**config.mk**
```make
export PLATFORM = sky130hd
export DESIGN_NAME = apb_regbank_slave
export DESIGN_NICKNAME = d
export VERILOG_FILES = /design/src/rtl/apb_pkg.sv /design/src/rtl/apb_addr_decode.sv /design/src/rtl/apb_regbank_slave.sv
export SDC_FILE = /design/constraint.sdc
export NUM_CORES = 1
export LEC_CHECK = 0
export BUFFER_PORTS_ARGS = -buffer_cell sky130_fd_sc_hd__buf_4
export CAP_MARGIN = 20
export CORE_ASPECT_RATIO = 0.6
export CORE_MARGIN = 2
export CORE_UTILIZATION = 40
export DETAILED_ROUTE_END_ITERATION = 10
export GPL_TIMING_DRIVEN = 0
export PLACE_DENSITY = 0.64
export RECOVER_POWER = 100
export SYNTH_ARGS = -nofsm -noshare
export SYNTH_HDL_FRONTEND = slang
export SYNTH_SLANG_ARGS = --single-unit
export TNS_END_PERCENT = 5
```
**constraint.sdc**
```tcl
create_clock -name pclk -period 21.1 [get_ports pclk]
set_clock_uncertainty 0.05 [all_clocks]
set_input_delay 3.165 -clock pclk [delete_from_list [all_inputs] [get_ports pclk]]
set_output_delay 3.165 -clock pclk [all_outputs]
set_load 0.05 [all_outputs]
```
**src/rtl/apb_pkg.sv**
```systemverilog
// Shared definitions for the APB register-bank slave: FSM states, wait limit, lane helper.
package apb_pkg;

  typedef enum logic {
    ST_IDLE   = 1'b0,
    ST_ACCESS = 1'b1
  } apb_state_t;

  localparam int unsigned APB_MAX_WAIT = 15;

  // Number of byte lanes in a data word.
  function automatic int unsigned byte_lanes(input int unsigned data_w);
    return data_w / 8;
  endfunction

endpackage

```
**src/rtl/apb_addr_decode.sv**
```systemverilog
// Combinational base/range/alignment check turning a byte address into a register index.
module apb_addr_decode #(
  parameter int unsigned ADDR_W    = 32,
  parameter int unsigned NUM_REGS  = 8,
  parameter int unsigned LANES     = 4,
  parameter int unsigned IDX_W     = 3,
  parameter logic [ADDR_W-1:0] BASE_ADDR = '0
) (
  input  logic [ADDR_W-1:0] addr,
  output logic [IDX_W-1:0]  index,
  output logic              err
);

  localparam int unsigned LANE_LG = $clog2(LANES);

  logic [ADDR_W-1:0] offset;
  logic [ADDR_W-1:0] word;

  assign offset = addr - BASE_ADDR;
  assign word   = offset >> LANE_LG;
  assign index  = word[IDX_W-1:0];

  // Below base wraps the offset, so the explicit base compare is needed alongside the range check.
  assign err = (addr < BASE_ADDR)
             | (word >= ADDR_W'(NUM_REGS))
             | ((offset & ADDR_W'(LANES - 1)) != '0);

endmodule

```
**src/rtl/apb_regbank_slave.sv**
```systemverilog
// APB slave exposing NUM_REGS word registers with wait states and PSLVERR on bad addresses.
// Byte-lane write strobes are enabled by defining APB_REGBANK_PSTRB_EN.
module apb_regbank_slave
  import apb_pkg::*;
#(
  parameter int unsigned DATA_W      = 32,
  parameter int unsigned ADDR_W      = 32,
  parameter int unsigned NUM_REGS    = 8,
  parameter logic [ADDR_W-1:0] BASE_ADDR = '0,
  parameter int unsigned WAIT_CYCLES = 0
) (
  input  logic                         pclk,
  input  logic                         preset,
  input  logic                         psel,
  input  logic                         penable,
  input  logic                         pwrite,
  input  logic [ADDR_W-1:0]            paddr,
  input  logic [DATA_W-1:0]            pwdata,
`ifdef APB_REGBANK_PSTRB_EN
  input  logic [DATA_W/8-1:0]          pstrb,
`endif
  output logic [DATA_W-1:0]            prdata,
  output logic                         pready,
  output logic                         pslverr,
  output logic [NUM_REGS*DATA_W-1:0]   reg_o,
  output logic [NUM_REGS-1:0]          wr_pulse_o
);

  localparam int unsigned LANES = byte_lanes(DATA_W);
  localparam int unsigned IDX_W = $clog2(NUM_REGS);
  localparam int unsigned CNT_W = $clog2(APB_MAX_WAIT + 1);

  apb_state_t        state, next_state;
  logic [CNT_W-1:0]  cnt, cnt_next;
  logic [ADDR_W-1:0] addr_q;
  logic              write_q;
  logic              setup;
  logic [IDX_W-1:0]  index;
  logic              err;
  logic              wr_en;
  logic [LANES-1:0]  lane_en;
  logic [DATA_W-1:0] regs [NUM_REGS];

  assign setup = (state == ST_IDLE) & psel & ~penable;

  always_ff @(posedge pclk or posedge preset) begin
    if (preset) begin
      state   <= ST_IDLE;
      cnt     <= '0;
      addr_q  <= '0;
      write_q <= 1'b0;
    end else begin
      state <= next_state;
      cnt   <= cnt_next;
      if (setup) begin
        addr_q  <= paddr;
        write_q <= pwrite;
      end
    end
  end

  always_comb begin
    next_state = state;
    cnt_next   = cnt;
    pready     = 1'b0;
    case (state)
      ST_IDLE: begin
        if (setup) begin
          next_state = ST_ACCESS;
          cnt_next   = CNT_W'(WAIT_CYCLES);
        end
      end
      ST_ACCESS: begin
        pready = psel & penable & (cnt == '0);
        if (cnt != '0) cnt_next = cnt - CNT_W'(1);
        // Deselect mid-access is an abort; completion also ends the transfer.
        if (!psel || pready) next_state = ST_IDLE;
      end
      default: next_state = ST_IDLE;
    endcase
  end

  apb_addr_decode #(
    .ADDR_W    (ADDR_W),
    .NUM_REGS  (NUM_REGS),
    .LANES     (LANES),
    .IDX_W     (IDX_W),
    .BASE_ADDR (BASE_ADDR)
  ) u_decode (
    .addr  (addr_q),
    .index (index),
    .err   (err)
  );

  assign pslverr = pready & err;
  assign prdata  = (pready & ~write_q & ~err) ? regs[index] : '0;
  assign wr_en   = pready & write_q & ~err;

`ifdef APB_REGBANK_PSTRB_EN
  assign lane_en = pstrb;
`else
  assign lane_en = '1;
`endif

  // Register storage and the one-cycle write pulse, both updated on the commit edge.
  always_ff @(posedge pclk or posedge preset) begin
    if (preset) begin
      for (int i = 0; i < int'(NUM_REGS); i++) regs[i] <= '0;
      wr_pulse_o <= '0;
    end else begin
      wr_pulse_o <= '0;
      if (wr_en) begin
        wr_pulse_o[index] <= 1'b1;
        for (int b = 0; b < int'(LANES); b++) begin
          if (lane_en[b]) regs[index][b*8 +: 8] <= pwdata[b*8 +: 8];
        end
      end
    end
  end

  for (genvar gi = 0; gi < int'(NUM_REGS); gi++) begin : g_flat
    assign reg_o[gi*DATA_W +: DATA_W] = regs[gi];
  end

endmodule
```
=== Word-level counts from Yosys, hierarchy flattened ===
Cells that the tools add are included.

* $add $sub $neg: 1
* $lt $le $gt $ge: 6
* Equality and inequality tests: 2
* Mux-type cells: 29
* Bitwise logic cells: 16
* Reductions and logical operators: 8

{| class="wikitable"
|+ Operators by type and width
! operator !! number
|-
| 256-bit bitwise mux || 4
|-
| 256-bit 2-to-1 mux || 3
|-
| 32-bit demux with 3-bit select || 4
|-
| 32-bit 2-to-1 mux || 4
|-
| 32-bit binary-select mux with 3-bit select || 1
|-
| 32-bit by 1-bit < comparator with 1-bit output, second input constant || 1
|-
| 32-bit nonzero test || 1
|-
| 30-bit by 4-bit >= comparator with 1-bit output, second input constant || 1
|-
| 24-bit 2-to-1 mux || 1
|-
| 16-bit 2-to-1 mux || 1
|-
| 8-bit 2-to-1 mux || 2
|-
| 1-bit bitwise AND || 9
|-
| 4-bit 2-to-1 mux || 2
|-
| 4-bit case mux with 2 select lines || 1
|-
| 4-bit >= comparator, second input constant || 1
|-
| 4-bit logical NOT || 1
|-
| 3-bit by 4-bit < comparator with 1-bit output, second input constant || 1
|-
| 4-bit by 1-bit < comparator with 1-bit output, second input constant || 1
|-
| 1-bit 2-to-1 mux || 4
|-
| 1-bit inverter || 4
|-
| 3-bit inverter with 4-bit output || 1
|-
| 4-bit nonzero test || 1
|-
| 4-bit by 1-bit subtractor with 4-bit output, second input constant || 1
|-
| 1-bit demux with 3-bit select || 1
|-
| other kinds (9) || 11
|}

* Register bits: 302
* Input port bits: 69
* Output and inout bits: 298
* Logic and storage cells: 75

=== Depth between registers and ports, before layout ===
Gate-level depths: netlist (run 1).

* Word-level depth: 12
* Depth in mapped cells: 8
* Mapped depth without buffers: 6

=== Hierarchy ===
A second synthesis (run 1) with hierarchy kept.

* Cells, all modules: 996
* Area, all modules: 13641.8 µm²

{| class="wikitable"
|+ Modules (own cells, without submodules)
! module !! instances !! cells each !! area an instance (µm²) !! sequential area each (µm²)
|-
| apb_regbank_slave || 1 || 983 || 13550.5 || 7557.2
|-
| apb_addr_decode || 1 || 13 || 91.3 || 0.0
|}

=== Worst setup path after synthesis (run 1) ===
Ideal clock, no wire load.

* Kind: input -> output
* From: in psel
* To: out prdata[23]
* Arrival time: 5.530 ns
* Data required time: 17.885 ns
* Path slack: 12.355 ns
* Stages on the path: 5
* Path buffers: 1
* Path through: nand3_2 -> nor3_1 -> nand4_1 -> clkbuf_1 -> nor4_1

* Longest elaborated chain between the ends: 6

{| class="wikitable"
|+ Ends and longest elaborated chain
! element !! RTL line !! RTL
|-
| start, declared || apb_regbank_slave.sv:14 || <nowiki>input logic psel,</nowiki>
|-
| 1-bit bitwise AND (2 in series) || apb_regbank_slave.sv:74 || <nowiki>pready = psel & penable & (cnt == '0);</nowiki>
|-
| 1-bit 2-to-1 mux || apb_regbank_slave.sv:66 || <nowiki>case (state)</nowiki>
|-
| 1-bit bitwise AND (2 in series) || apb_regbank_slave.sv:96 || <nowiki>assign prdata = (pready & ~write_q & ~err) ? regs[index] : '0;</nowiki>
|-
| 32-bit 2-to-1 mux || apb_regbank_slave.sv:96 ||
|-
| end, declared || apb_regbank_slave.sv:22 || <nowiki>output logic [DATA_W-1:0] prdata,</nowiki>
|}

Every way passes these cells.

==> summary.txt, run 1 <==
Synthesis
  – Yosys top cell area share: 0.568
  – Syn Area/Cell: 14.6 um^2
  – Yosys reg bits: between 300 and 400
  – Cell variety after synth: 42
  – Post-Synthesis Cells: between 900 and 1000
  – Synth warn: 0
  – Syn Nets: between 900 and 1000
  – Largest cells by area after synthesis: dfrtp_1, mux2_2, mux2_4
  – Yosys top cell by area: dfrtp_1
  – Cell area after synthesis: between 0.01 and 0.015 mm^2
  – Post-synthesis sequential area ratio: 0.568

STA
  – RSZ-0062 raised after global routing: false
  – Post-route setup slack: just over 10 ns
  – Setup-failing EPs final: 0
  – Fin crit share: 0.507
  – Relative slew margins: -3.56
  – Max Fclk: between 0.09 and 0.1 GHz
  – Actual slew at the worst max-slew pin: ~6.8 ns
  – Min cycle time layout: approximately 11 ns
  – Fin Setup TNS: 0 ns
  – Final Slew Violations: 321
  – Fin. Hold Viols: 0

Setup path
  – Critical path cell sequence: clkbuf_4, clkinvlp_2, clkbuf_1
  – Critical Path Max Stage Delay: 4.84 ns
  – Setup CP Type: input port to async pin
  – Crit-path max FO: approximately 130
  – Worst Setup Start Kind: input port
  – Slowest CP cell: clkbuf_1
  – Crit path DAT: 9.64 ns
  – Critical Path Sink Type: async pin
  – WP data required: approximately 20 ns

Final layout
  – Commonest non-fill, non-tap cell in the layout: clkbuf_1
  – Antenna diodes: 0
  – Layout cells sized above 1: 0.256
  – Nets: roughly 1400
  – Layout area overhead: 20.4%
  – Commonest cells after routing, fill and taps aside: clkbuf_1, dfrtp_1, mux2_2, o22ai_1, mux2_1

Outcome
  – Status: complete, but fails checks
  – Violated checks: capacitance limit, slew limit

GRT
  – Grt peak-use layer: met1
  – Total gr overflow: 0
  – Met3 Use GR: 0.0742
  – Met1 usage: 0.410
  – Largest net degree at the start of global routing: around 130
  – Global-route wire length before repair: just over 70000 um
  – Initial antenna violation count: 0
  – Number of global-route vias before repair: around 10000
  – GRT Util Overall: 0.278
  – GRT met2 Usage: 0.410

Clock tree
  – H-tree levels: 1
  – PostCTS Resize Cnt: 0
  – Clk slew on worst S/H paths: approximately 0.06 ns
  – Num CTS Buffers: 29
  – Max Root-Sink Buffers: 3
  – Worst skew pair latency: about 0.57 ns
  – Num Clock Sinks: between 300 and 400
  – CTS root buffer: clkbuf_16
  – Hold_buf cts: 0
  – CTS tree: done
  – Setup Fix Bufs, Post-CTS: 0

Power
  – VDD IR-drop max: 0.0000568 V
  – Leakage power: around 0.0077 uW
  – Cell Pwr Density: slightly below 90 mW/mm^2

Drt
  – Wire length per cell: ~27 um
  – First DRT Iteration DRCs: around 810
  – DRC Markers: 0
  – Vias per cell: around 5.6
  – Vias post-DR: slightly above 10000
  – DRT Pass-1 Iters: 5
  – WL final: approximately 50000 um
  – Routed Antenna Nets: 0

Worst hold path
  – Hold WC Path Type: register to register

Placed design
  – Post-Place Worst Slack: between 10 and 15 ns
  – DP HPWL: roughly 35000 um
  – GPL Wtd Cong: between 0.8 and 0.9
  – PortBufs: between 300 and 400

Die
  – CORE AREA: approximately 0.033 mm^2
  – Rows: 51
  – Num ports: approximately 370
  – Die width: approximately 240 um
  – Die area: between 0.03 and 0.04 mm^2
  – Initial Utilization: 0.408
  – Die height: between 100 and 150 um

Run
  – Max-cap check violation count: 5
-- worst max-delay path, delay by kind of cell --
kind,cells,cell delay [ns]
buffers and inverters,3,6.33
-- worst paths after layout --
kind,cells after the start,startpoint,slack [ns],end
min reg2reg,1,cnt[0],0.46,cnt[0]
max in group pclk,7,penable,12.05,prdata[25]
min in group asynchronous,2,preset,3.22,wr_pulse_o[7]
max,3,preset,10.39,addr_q[10]
max reg2reg,5,addr_q[11],16.89,reg_o[186]
min,1,cnt[0],0.46,cnt[0]
-- cell usage after synthesis (all sizes together) --
| cell | count |
|---|---|
| o22ai | 97 |
| o21ai | 3 |
| clkbuf | 26 |
| a31oi | 1 |
| nand3b | 3 |
| ha | 1 |
| dfrtp | 302 |
| mux2 | 288 |
| xor2 | 2 |
| inv | 14 |
| a22oi | 1 |
| and3 | 2 |
| or3b | 4 |
| nor3b | 3 |
| a21boi | 1 |
| a221oi | 1 |
| and3b | 1 |
| buf | 38 |
| or3 | 1 |
| nand4 | 11 |
| and2 | 1 |
| and4 | 2 |
| nand3 | 4 |
| nand2 | 5 |
| o22a | 15 |
| o221ai | 14 |
| nor2 | 23 |
| nor4 | 28 |
| or4 | 17 |
| nor3 | 6 |
-- cell families after synthesis --
logic type / synth area share
mux: 0.268
flops: 0.568
compound gates: 0.0680
fa+ha+maj: 0.000939
xor+xnor: 0.00132
simple gates: 0.0601
buf+inv: 0.0340
-- area by class of cell --
cell class | count | area [um^2]
well taps | 450 | 563
multi-input cells | 535 | 4910
clock buffers | 35 | 798
repair buffers | 369 | 1650
inverters | 14 | 53.8
flip-flops and latches | 302 | 7560
fillers | 3180 | 16600
clock inverters | 19 | 253
plain buffers | 64 | 258
-- state kept, by name, summed over array words and instances, names as in the netlist --
| name | count |
|---|---|
| addr_q | 32 |
| cnt | 4 |
| state | 1 |
| wr_pulse_o | 8 |
| reg_o | 256 |
| write_q | 1 |
-- power breakdown --
part | internal (uW) | total, uW | switching (uW)
Clock | 343 | 580 | 238
Combinational | 81.0 | 213 | 132
Sequential | 597 | 609 | 12.1
Total | 1020 | 1400 | 382
-- per-layer routing --
layer | share of wire | routed length (um) | vias up
met4 | 0.025 | 1220 | 0
met5 | 0 | 0 | -
met3 | 0.087 | 4280 | 75
met1 | 0.45 | 22200 | 5299
met2 | 0.43 | 21200 | 415
li1 | - | - | 4289
-- metrics by stage --
stage                     utilization  std cells  total power, uW  hold slack [ns]  cell area [um^2]
after floorplan                     -        915              751            0.410             13300
after global placement          0.510       1731              832            0.436             16600
after detailed placement        0.512       1734              837            0.447             16700
after CTS                       0.545       1788             1410            0.463             17800
after global routing            0.492       1788             1450            0.473             16000
final                           0.492       1788             1400            0.460             16000
No activity file was read; power rests on OpenSTA's default activity.
==> run 2, diff against run 1 <==
- clock period: 21.1 -> 10.95 ns (I/O delays scaled with it)
==> run 2 against run 1 <==
  * The flow still finishes with violations (capacitance limit, slew limit)
  * Non-clock buffer count stayed put
  * Final area grew 0.28%
  * First-iteration DRC count shrank 3.1%
  * Sequential power grew 92%
  * Total power is 93% higher
  * Clock power up 93%
  * Clock-buffer cell count did not move
  * Utilization up 0.14 points
  * Cell count did not move
  * Critical path depth grew 4
  * Critical path type is now register to primary output
  * Largest power group unchanged
==> summary.txt, run 2 (synthesis gave the netlist of run 1 again) <==
Worst hold path
  – Hold Crit Depth: 1
  – Hold WC Path Type: register to register
  – Hold_sp: addr_q[24]
  – Hold Path Sink: addr_q[24]

Setup path
  – RR Startpoint: addr_q[15]
  – WP buf/inv: 4
  – Critical Path Max Stage Delay: roughly 0.84 ns
  – Crit-path max FO: 10
  – Critical Path Sink Type: primary output
  – Critical path cell sequence: buf_2, nand3b_1, clkbuf_1, clkbuf_1, o221ai_1, nor4_1, clkbuf_1
  – Top delay family on crit path: buffers and inverters
  – FF-to-FF path depth: 5
  – Worst Setup Start Kind: register
  – Slowest CP cell: clkbuf_1
  – R2R Setup Slk: around 6.7 ns
  – WP data required: 9.26 ns
  – Critical path launch point: addr_q[2]
  – Worst path most repeated cell: clkbuf_1
  – Setup CP Type: register to primary output
  – Worst R2R End: reg_o[186]
  – Crit path DAT: approximately 4.4 ns

Outcome
  – Violated checks: capacitance limit, slew limit
  – Status: complete, but fails checks

Placed design
  – DP HPWL: ~35000 um
  – GPL Wtd Cong: between 0.8 and 0.9
  – PortBufs: between 300 and 400

Die
  – Die area: roughly 0.035 mm^2
  – CORE AREA: roughly 0.033 mm^2
  – Die width: 240 um
  – Initial Utilization: 0.408
  – Die height: between 100 and 150 um
  – Num ports: approximately 370
  – Rows: between 50 and 60

Final layout
  – Commonest cells after routing, fill and taps aside: clkbuf_1, dfrtp_1, mux2_2, o22ai_1, mux2_1
  – Antenna diodes: 0
  – Final Util: 0.493
  – Nets: 1385
  – Layout cells sized above 1: 0.257
  – Commonest non-fill, non-tap cell in the layout: clkbuf_1
  – Max FFs per register: roughly 260
  – Layout area overhead: 20.8%

Power
  – VDD IR-drop max: 0.000110 V
  – Leakage power: ~0.0078 uW
  – Cell Pwr Density: 168 mW/mm^2

GRT
  – Largest net degree at the start of global routing: roughly 130
  – GRT Util Overall: 0.278
  – Total gr overflow: 0
  – Initial antenna violation count: 0
  – Global-route wire length before repair: between 70000 and 80000 um
  – Number of global-route vias before repair: roughly 10000

Drt
  – First DRT Iteration DRCs: about 780
  – DRC Markers: 0
  – Wire length per cell: 27.4 um
  – DRT Pass-1 Iters: 5
  – Routed Antenna Nets: 0
  – WL final: around 50000 um
  – Vias per cell: approximately 5.6
  – Vias post-DR: 10000

STA
  – Relative slew margins: -0.784
  – Final Slew Violations: slightly below 70
  – Fin. Hold Viols: 0
  – Max Fclk: 0.163 GHz
  – Fin crit share: 0.560
  – Min cycle time layout: 6.13 ns
  – Setup-failing EPs final: 0
  – RSZ-0062 raised after global routing: false
  – Actual slew at the worst max-slew pin: roughly 2.7 ns
  – Minimum hold slack: approximately 0.46 ns

Clock tree
  – Setup Fix Bufs, Post-CTS: 0
  – Max Root-Sink Buffers: 3
  – CTS tree: done
  – H-tree levels: 1
  – Num CTS Buffers: 29
  – Clk slew on worst S/H paths: roughly 0.07 ns
  – PostCTS Resize Cnt: 0
  – Num Clock Sinks: just over 300
  – CTS root buffer: clkbuf_16
  – Hold_buf cts: 0
  – Worst skew pair latency: 0.57 ns

Run
  – Max-cap check violation count: 3
-- run 2: power by group --
part,internal [uW],switching [uW],total (uW)
Clock,660,458,1120
Combinational,156,256,412
Sequential,1150,23.1,1170
Total,1970,737,2700
-- run 2: area by class of cell --
type / instances / area, um^2
fillers: 3176 / 16500
flip-flops and latches: 302 / 7560
multi-input cells: 535 / 4900
repair buffers: 369 / 1700
clock buffers: 35 / 798
well taps: 450 / 563
plain buffers: 64 / 258
clock inverters: 19 / 253
inverters: 14 / 53.8
-- run 2: worst max-delay path by stage --
stage          depth (start not counted)    endpoint  slack, ns
6_report                               7   prdata[0]       4.82
5_1_grt                                7  prdata[25]       4.80
4_1_cts                                7   prdata[0]       5.18
3_5_place_dp                           7  prdata[23]       5.31
3_3_place_gp                           2  reg_o[246]      -2.63
2_1_floorplan                          1   addr_q[0]       0.91
-- run 2: per-stage QoR --
step	cell area [um^2]	worst slack [ns]	setup TNS, ns	std cells	total power [uW]
3_3_place_gp	16600	-2.63	-780.42	1731	1600
3_5_place_dp	16700	5.31	0	1734	1610
4_1_cts	17800	5.18	0	1788	2720
6_report	16100	4.82	0	1788	2700
5_1_grt	16100	4.80	0	1788	2800
2_1_floorplan	13300	0.912	0	915	1450
-- run 2: metal layers --
layer  track usage  vias up  part of all wire
met5             0        -                 0
met4        0.0619        0             0.023
li1              -     4291                 -
met1         0.410     5280              0.46
met2         0.410      389              0.43
met3        0.0742       69             0.085
